File: config.mk
export PLATFORM = sky130hd
export DESIGN_NAME = mac_array_sequencer
export DESIGN_NICKNAME = d
export VERILOG_FILES = /design/src/rtl/mac_ctrl_pkg.sv /design/src/rtl/weight_fetch_agen.sv /design/src/rtl/mac_array_sequencer.sv
export SDC_FILE = /design/constraint.sdc
export NUM_CORES = 1
export LEC_CHECK = 0
export ABC_AREA = 1
export ABC_CLOCK_PERIOD_IN_PS = 3800
export CAP_MARGIN = 15
export CORE_UTILIZATION = 31
export CTS_BUF_LIST = sky130_fd_sc_hd__clkbuf_16
export CTS_CLUSTER_DIAMETER = 200
export CTS_CLUSTER_SIZE = 10
export DETAILED_ROUTE_END_ITERATION = 8
export HOLD_SLACK_MARGIN = 0.03
export PLACE_DENSITY = 0.51
export SYNTH_ARGS = -nofsm -noshare
export SYNTH_HDL_FRONTEND = slang
export SYNTH_HIERARCHICAL = 1
export SYNTH_SLANG_ARGS = --single-unit
File: constraint.sdc
create_clock -name clk -period 3.8 [get_ports clk]
set_clock_uncertainty 0.2 [all_clocks]
set_input_delay 0.57 -clock clk [delete_from_list [all_inputs] [get_ports clk]]
set_output_delay 0.57 -clock clk [all_outputs]
set_load 0.05 [all_outputs]
File: src/rtl/mac_ctrl_pkg.sv
// Shared definitions for the MAC array control path: sequencer states, kernel
// limits, register-decoder instruction codes and the K*K helper.
package mac_ctrl_pkg;

  typedef enum logic [2:0] {
    S_IDLE   = 3'd0,
    S_FETCH  = 3'd1,
    S_FLUSH  = 3'd2,
    S_COMMIT = 3'd3,
    S_STREAM = 3'd4,
    S_FIN    = 3'd5
  } state_e;

  localparam int K_MAX  = 5;
  localparam int NW_MAX = 25;

  localparam logic [7:0] INST_COMPUTE    = 8'd87;
  localparam logic [7:0] INST_LOADIFMAPS = 8'd88;

  // Weight slices per pass; only meaningful for legal K (1..K_MAX).
  function automatic logic [4:0] kernel_nw(input logic [4:0] k);
    logic [9:0] p;
    p = 10'(k) * 10'(k);
    return p[4:0];
  endfunction

endpackage

File: src/rtl/weight_fetch_agen.sv
// Weight BRAM address generator with a read-latency delay line that turns each
// read enable into the matching preload strobe.
module weight_fetch_agen #(
  parameter int AW  = 12,
  parameter int LAT = 1
) (
  input  logic          clk,
  input  logic          rst_n,
  input  logic          i_load,
  input  logic [AW-1:0] i_base,
  input  logic [4:0]    i_nw,
  input  logic          i_fetch,
  input  logic          i_clear,
  output logic [AW-1:0] o_addr,
  output logic          o_rd_en,
  output logic          o_preload,
  output logic          o_last
);

  logic [AW-1:0] r_addr;
  logic [4:0]    r_cnt;
  logic [LAT-1:0] r_dly;

  always_ff @(posedge clk or negedge rst_n) begin
    if (!rst_n) begin
      r_addr <= '0;
      r_cnt  <= '0;
    end else if (i_load) begin
      r_addr <= i_base;
      r_cnt  <= '0;
    end else if (i_fetch) begin
      r_addr <= r_addr + AW'(1);
      r_cnt  <= r_cnt + 5'd1;
    end
  end

  // Clearing on abort drops reads already in flight so no stray preloads follow.
  always_ff @(posedge clk or negedge rst_n) begin
    if (!rst_n) begin
      r_dly <= '0;
    end else if (i_clear) begin
      r_dly <= '0;
    end else begin
      r_dly <= LAT'({r_dly, i_fetch});
    end
  end

  assign o_rd_en   = i_fetch;
  assign o_addr    = i_fetch ? r_addr : '0;
  assign o_last    = i_fetch && (r_cnt == (i_nw - 5'd1));
  assign o_preload = r_dly[LAT-1];

endmodule

File: src/rtl/mac_array_sequencer.sv
// Sequences one convolution pass: weight fetch, commit, ifmap streaming.
// Optional SEQ_PERF_CNT_EN adds stall_cycles / pass_cycles counters.
module mac_array_sequencer
  import mac_ctrl_pkg::*;
#(
  parameter int BRAM_ADDRESS_WIDTH = 12,
  parameter int BRAM_RD_LATENCY    = 1,
  parameter int WIN_CNT_WIDTH      = 16
) (
  input  logic                          clk,
  input  logic                          rst_n,
  input  logic                          start,
  input  logic                          abort,
  input  logic [4:0]                    kernel_size,
  input  logic [BRAM_ADDRESS_WIDTH-1:0] weight_base_addr,
  input  logic [WIN_CNT_WIDTH-1:0]      num_windows,
  input  logic                          ifmaps_fifo_empty,
  output logic [BRAM_ADDRESS_WIDTH-1:0] bram_addr,
  output logic                          bram_rd_en,
  output logic                          load_weight_preload,
  output logic                          load_MAC_weight,
  output logic                          load_ifmaps,
  output logic                          busy,
  output logic                          done,
  output logic                          cfg_err,
  output state_e                        dbg_state
`ifdef SEQ_PERF_CNT_EN
  ,
  output logic [31:0]                   stall_cycles,
  output logic [31:0]                   pass_cycles
`endif
);

  localparam logic [1:0] LAT_M1 = 2'(BRAM_RD_LATENCY - 1);

  state_e                     r_state, w_state_next;
  logic [4:0]                 r_nw;
  logic [WIN_CNT_WIDTH-1:0]   r_num_win;
  logic [WIN_CNT_WIDTH-1:0]   r_win;
  logic [1:0]                 r_flush_cnt;
  logic                       r_cfg_err;
  logic                       w_legal, w_start_idle, w_start_legal, w_last;

  assign w_legal       = (kernel_size != 5'd0) && (kernel_size <= 5'(K_MAX));
  assign w_start_idle  = (r_state == S_IDLE) && start && !abort;
  assign w_start_legal = w_start_idle && w_legal;

  weight_fetch_agen #(
    .AW (BRAM_ADDRESS_WIDTH),
    .LAT(BRAM_RD_LATENCY)
  ) u_agen (
    .clk      (clk),
    .rst_n    (rst_n),
    .i_load   (w_start_legal),
    .i_base   (weight_base_addr),
    .i_nw     (r_nw),
    .i_fetch  (r_state == S_FETCH),
    .i_clear  (abort),
    .o_addr   (bram_addr),
    .o_rd_en  (bram_rd_en),
    .o_preload(load_weight_preload),
    .o_last   (w_last)
  );

  always_ff @(posedge clk or negedge rst_n) begin
    if (!rst_n) r_state <= S_IDLE;
    else        r_state <= w_state_next;
  end

  always_comb begin
    w_state_next = r_state;
    load_ifmaps  = 1'b0;
    if (r_state == S_STREAM) load_ifmaps = !ifmaps_fifo_empty;
    if (abort) begin
      w_state_next = S_IDLE;
    end else begin
      case (r_state)
        S_IDLE:   if (w_start_legal) w_state_next = S_FETCH;
        S_FETCH:  if (w_last) w_state_next = S_FLUSH;
        S_FLUSH:  if (r_flush_cnt == LAT_M1) w_state_next = S_COMMIT;
        S_COMMIT: w_state_next = (r_num_win != '0) ? S_STREAM : S_FIN;
        S_STREAM: if (load_ifmaps && ((r_win + WIN_CNT_WIDTH'(1)) == r_num_win))
                    w_state_next = S_FIN;
        S_FIN:    w_state_next = S_IDLE;
        default:  w_state_next = S_IDLE;
      endcase
    end
  end

  always_ff @(posedge clk or negedge rst_n) begin
    if (!rst_n) begin
      r_nw        <= '0;
      r_num_win   <= '0;
      r_win       <= '0;
      r_flush_cnt <= '0;
      r_cfg_err   <= 1'b0;
    end else begin
      if (w_start_idle) begin
        r_cfg_err <= !w_legal;
        if (w_legal) begin
          r_nw      <= kernel_nw(kernel_size);
          r_num_win <= num_windows;
          r_win     <= '0;
        end
      end else if (load_ifmaps) begin
        r_win <= r_win + WIN_CNT_WIDTH'(1);
      end
      r_flush_cnt <= (r_state == S_FLUSH) ? r_flush_cnt + 2'd1 : 2'd0;
    end
  end

  assign load_MAC_weight = (r_state == S_COMMIT);
  assign busy            = (r_state != S_IDLE);
  assign done            = (r_state == S_FIN);
  assign cfg_err         = r_cfg_err;
  assign dbg_state       = r_state;

`ifdef SEQ_PERF_CNT_EN
  // pass_cycles includes the start cycle itself; both counters freeze once IDLE.
  always_ff @(posedge clk or negedge rst_n) begin
    if (!rst_n) begin
      stall_cycles <= '0;
      pass_cycles  <= '0;
    end else if (w_start_legal) begin
      stall_cycles <= '0;
      pass_cycles  <= 32'd1;
    end else if (r_state != S_IDLE) begin
      if (pass_cycles != '1) pass_cycles <= pass_cycles + 32'd1;
      if ((r_state == S_STREAM) && ifmaps_fifo_empty && (stall_cycles != '1))
        stall_cycles <= stall_cycles + 32'd1;
    end
  end
`endif

endmodule

==> metrics.md, run 1 <==
| Metric | Value |
|---|---|
| Routed WL | 10.0 mm |
| DR vias/cell | 4.80 |
| RR Endpoint | dbg_state[0]$_DFFE_PN0P_ |
| Post-CTS setup repair buffer count | 0 |
| Root Driver | clkbuf_16 |
| VDD IR-drop max | 0.000265 V |
| Syn_nets | 587 |
| DRT antenna net count | 0 |
| Synth area leader | dfrtp_1 |
| Setup violations, final | 0 |
| TritonCTS clock tree | done |
| Total die area | 12600 um^2 |
| Syn-to-layout area delta | 27.4% |
| PD cells | 747 nW/um^2 |
| Maximum fanout along the worst path | 7 |
| Drc violations | 0 |
| Synth warnings | 6 |
| Hold Buf Count CTS | 0 |
| Post-synth ARST share | 1.00 |
| Critical path type | reg2out |
| Clock Latency Late Sink | 320 ps |
| Outcome | finished clean |
| Startpoint Class | flip-flop |
| Final hold violation count | 0 |
| Ys flop type | dfrtp_1 |
| Area of the mapped netlist | 3780 um^2 |
| CP max-delay cell | clkdlybuf4s50_1 |
| Net count, final | 652 |
| Critical path, cell by cell | inv_1 > nand2_1 > nor2_1 > nand2_1 > inv_1 > clkdlybuf4s50_1 |
| Post-route clock period utilization | 0.861 |
| Leakage power | 2.34 nW |
| Inserted Diodes | 0 |
| TritonCTS Sinks | 60 |
| Worst r2r src | dbg_state[2]$_DFFE_PN0P_ |
| Wire per inst | 13.3 um |
| Htree depth | 3 |
| Buffers on Ports | 59 |
| Max clock buf depth | 2 |
| All-layer global routing usage | 0.172 |
| Worst endpoint required time | 3030 ps |
| Clk pin slew, worst setup/hold paths | 50 ps |
| Top delay family on crit path | buffers and inverters |
| Seq/Total Area, Yosys | 0.397 |
| DPL Wire Length | 7.42 mm |
| DP Cell Count | 740 |
| Yosys top cell area share | 0.397 |
| Std cell rows | 39 |
| Grt total ovfl | 0 |
| GR Layer Usage met3 | 0.0459 |
| Least-Margin Pin Slew | 575 ps |
| Core ar. | 11700 um^2 |
| Initial antenna violation count | 0 |
| Resized cells post-CTS | 0 |
| Synth cell count leaders | nand2_1, inv_1, dfrtp_1, nand3_1, nor2_1 |
| Post-Place Cell Area | 4540 um^2 |
| Synth area leaders | dfrtp_1, nand2_1, inv_1, nand3_1, nor2_1 |
| R2R depth | 12 |
| Detailed Route Iter0 Violations | 151 |
| Setup crit end kind | output pin |
| Global-route met2 utilization | 0.280 |
| Vias in the first global route | 3530 |
| Achievable Freq | 306 MHz |
| Largest net degree at the start of global routing | 26 |
| GP Congestion | 0.792 |
| Die Height | 112 um |
| Global-route wire length before repair | 17.1 mm |
| Setup slack, reg-to-reg | 1300 ps |
| CP arrival | 2500 ps |
| Top Ports | 60 |
| GRT busiest layer | met2 |
| Post-Layout Cell Count | 755 |
| DR vias | 3624 |
| #FFs+latches synth | 60 |
| Unrepaired setup endpoints after global routing | false |
| Synth Area per Inst | 6.96 um^2 |
| Cell with the most instances after synthesis | nand2_1 |
| Layout cells sized above 1 | 0.0686 |
| Starting Density | 0.324 |
| CP peak stage delay | 860 ps |
| Number of enable flip-flop cells after synthesis | 0 |
| Fin Setup TNS | 0 ps |
| Worst path buffer plus inverter count | 3 |
| Yosys cell types | 35 |
| Max Slew Vio Count | 0 |
| 1st-pass router iterations | 4 |
| Final instance area | 4810 um^2 |
| Worst Hold Class | in2async |
| Die width | 112 um |
| Clock period minus worst slack | 3270 ps |
| Relative slew slack | 0.616 |
| Synth Instances | 543 |
| CTS buffer count | 9 |
| Max_cap viols | 0 |
| Met1 Track Usage GR | 0.226 |
-- cells in the final DEF, fill, tap and decap left out, drive strengths merged, types with 6 or more instances in the layout --
master / count
ha: 6
inv: 81
nor2: 57
nor3: 10
o21ai: 31
dfrtp: 60
clkdlybuf4s50: 58
nand3: 51
o22ai: 10
clkbuf: 9
a21oi: 10
a22oi: 9
nand4: 6
buf: 7
nand2: 178
-- routing by layer --
| layer | wire (um) | part of all wire | vias up |
|---|---|---|---|
| li1 | - | - | 1864 |
| met1 | 4820 | 0.48 | 1690 |
| met2 | 4630 | 0.46 | 64 |
| met3 | 407 | 0.041 | 6 |
| met4 | 146 | 0.015 | 0 |
| met5 | 0 | 0 | - |
-- logic make-up after synthesis --
logic type	Yosys count	synth area share
other	1	0.000992
adders and majority gates	6	0.0199
DFF	60	0.397
buffers and inverters	91	0.0960
xor gates and xnor gates	11	0.0291
and+or+nand+nor	311	0.360
AOI/OAI and AO/OA	63	0.0963
-- worst max path at each step --
stage                                  start              endpoint  slack, ps  depth (start not counted)
floorplan           dbg_state[1]$_DFFE_PN0P_       load_MAC_weight       1050                          2
global placement           ifmaps_fifo_empty           load_ifmaps        850                          5
detailed placement                     abort  r_win[0]$_DFFE_PN0P_        840                          7
CTS                 dbg_state[0]$_DFFE_PN0P_           load_ifmaps        520                          6
global route        dbg_state[0]$_DFFE_PN0P_           load_ifmaps        400                          6
finish              dbg_state[0]$_DFFE_PN0P_           load_ifmaps        530                          6
-- layout make-up --
type                       count  area (um^2)
fill                        1212         6850
multi-input combinational    392         1930
sequential                    60         1500
timing repair buffer          65          631
inverter                      80          302
clock buffer                   9          225
tap                          143          179
clock inverter                 6         48.8
-- registers in the layout, summed over array words and instances (netlist names) --
signal            cells
cfg_err               1
dbg_state             3
r_flush_cnt           2
r_num_win            16
r_nw                  4
r_win                16
u_agen/o_preload      1
u_agen/r_addr        12
u_agen/r_cnt          5
-- report_power, final --
part           internal (mW)  switching, mW  leakage, nW
clock network          0.491          0.276        0.140
logic                  0.595          0.994         1.45
registers              0.921          0.320        0.753
total                   2.01           1.59         2.34
-- stage by stage --
step	hold slack, ps	power, mW	setup WS, ps	util
4_1_cts	55.9	3.62	516	0.413
3_3_place_gp	212	2.82	846	0.389
5_1_grt	87.4	3.91	396	0.413
6_report	39.5	3.60	529	0.413
3_5_place_dp	217	2.83	844	0.389
2_1_floorplan	74.4	2.37	1050	-
Power figures use the tool's default switching activity.
==> inputs of run 2 (changes only) <==
ABC_CLOCK_PERIOD_IN_PS = not set   (was 3800)
CAP_MARGIN = 20   (was 15)
==> results of run 2 <==
No change in the layout: final DEF, timing and power equal those of run 1.
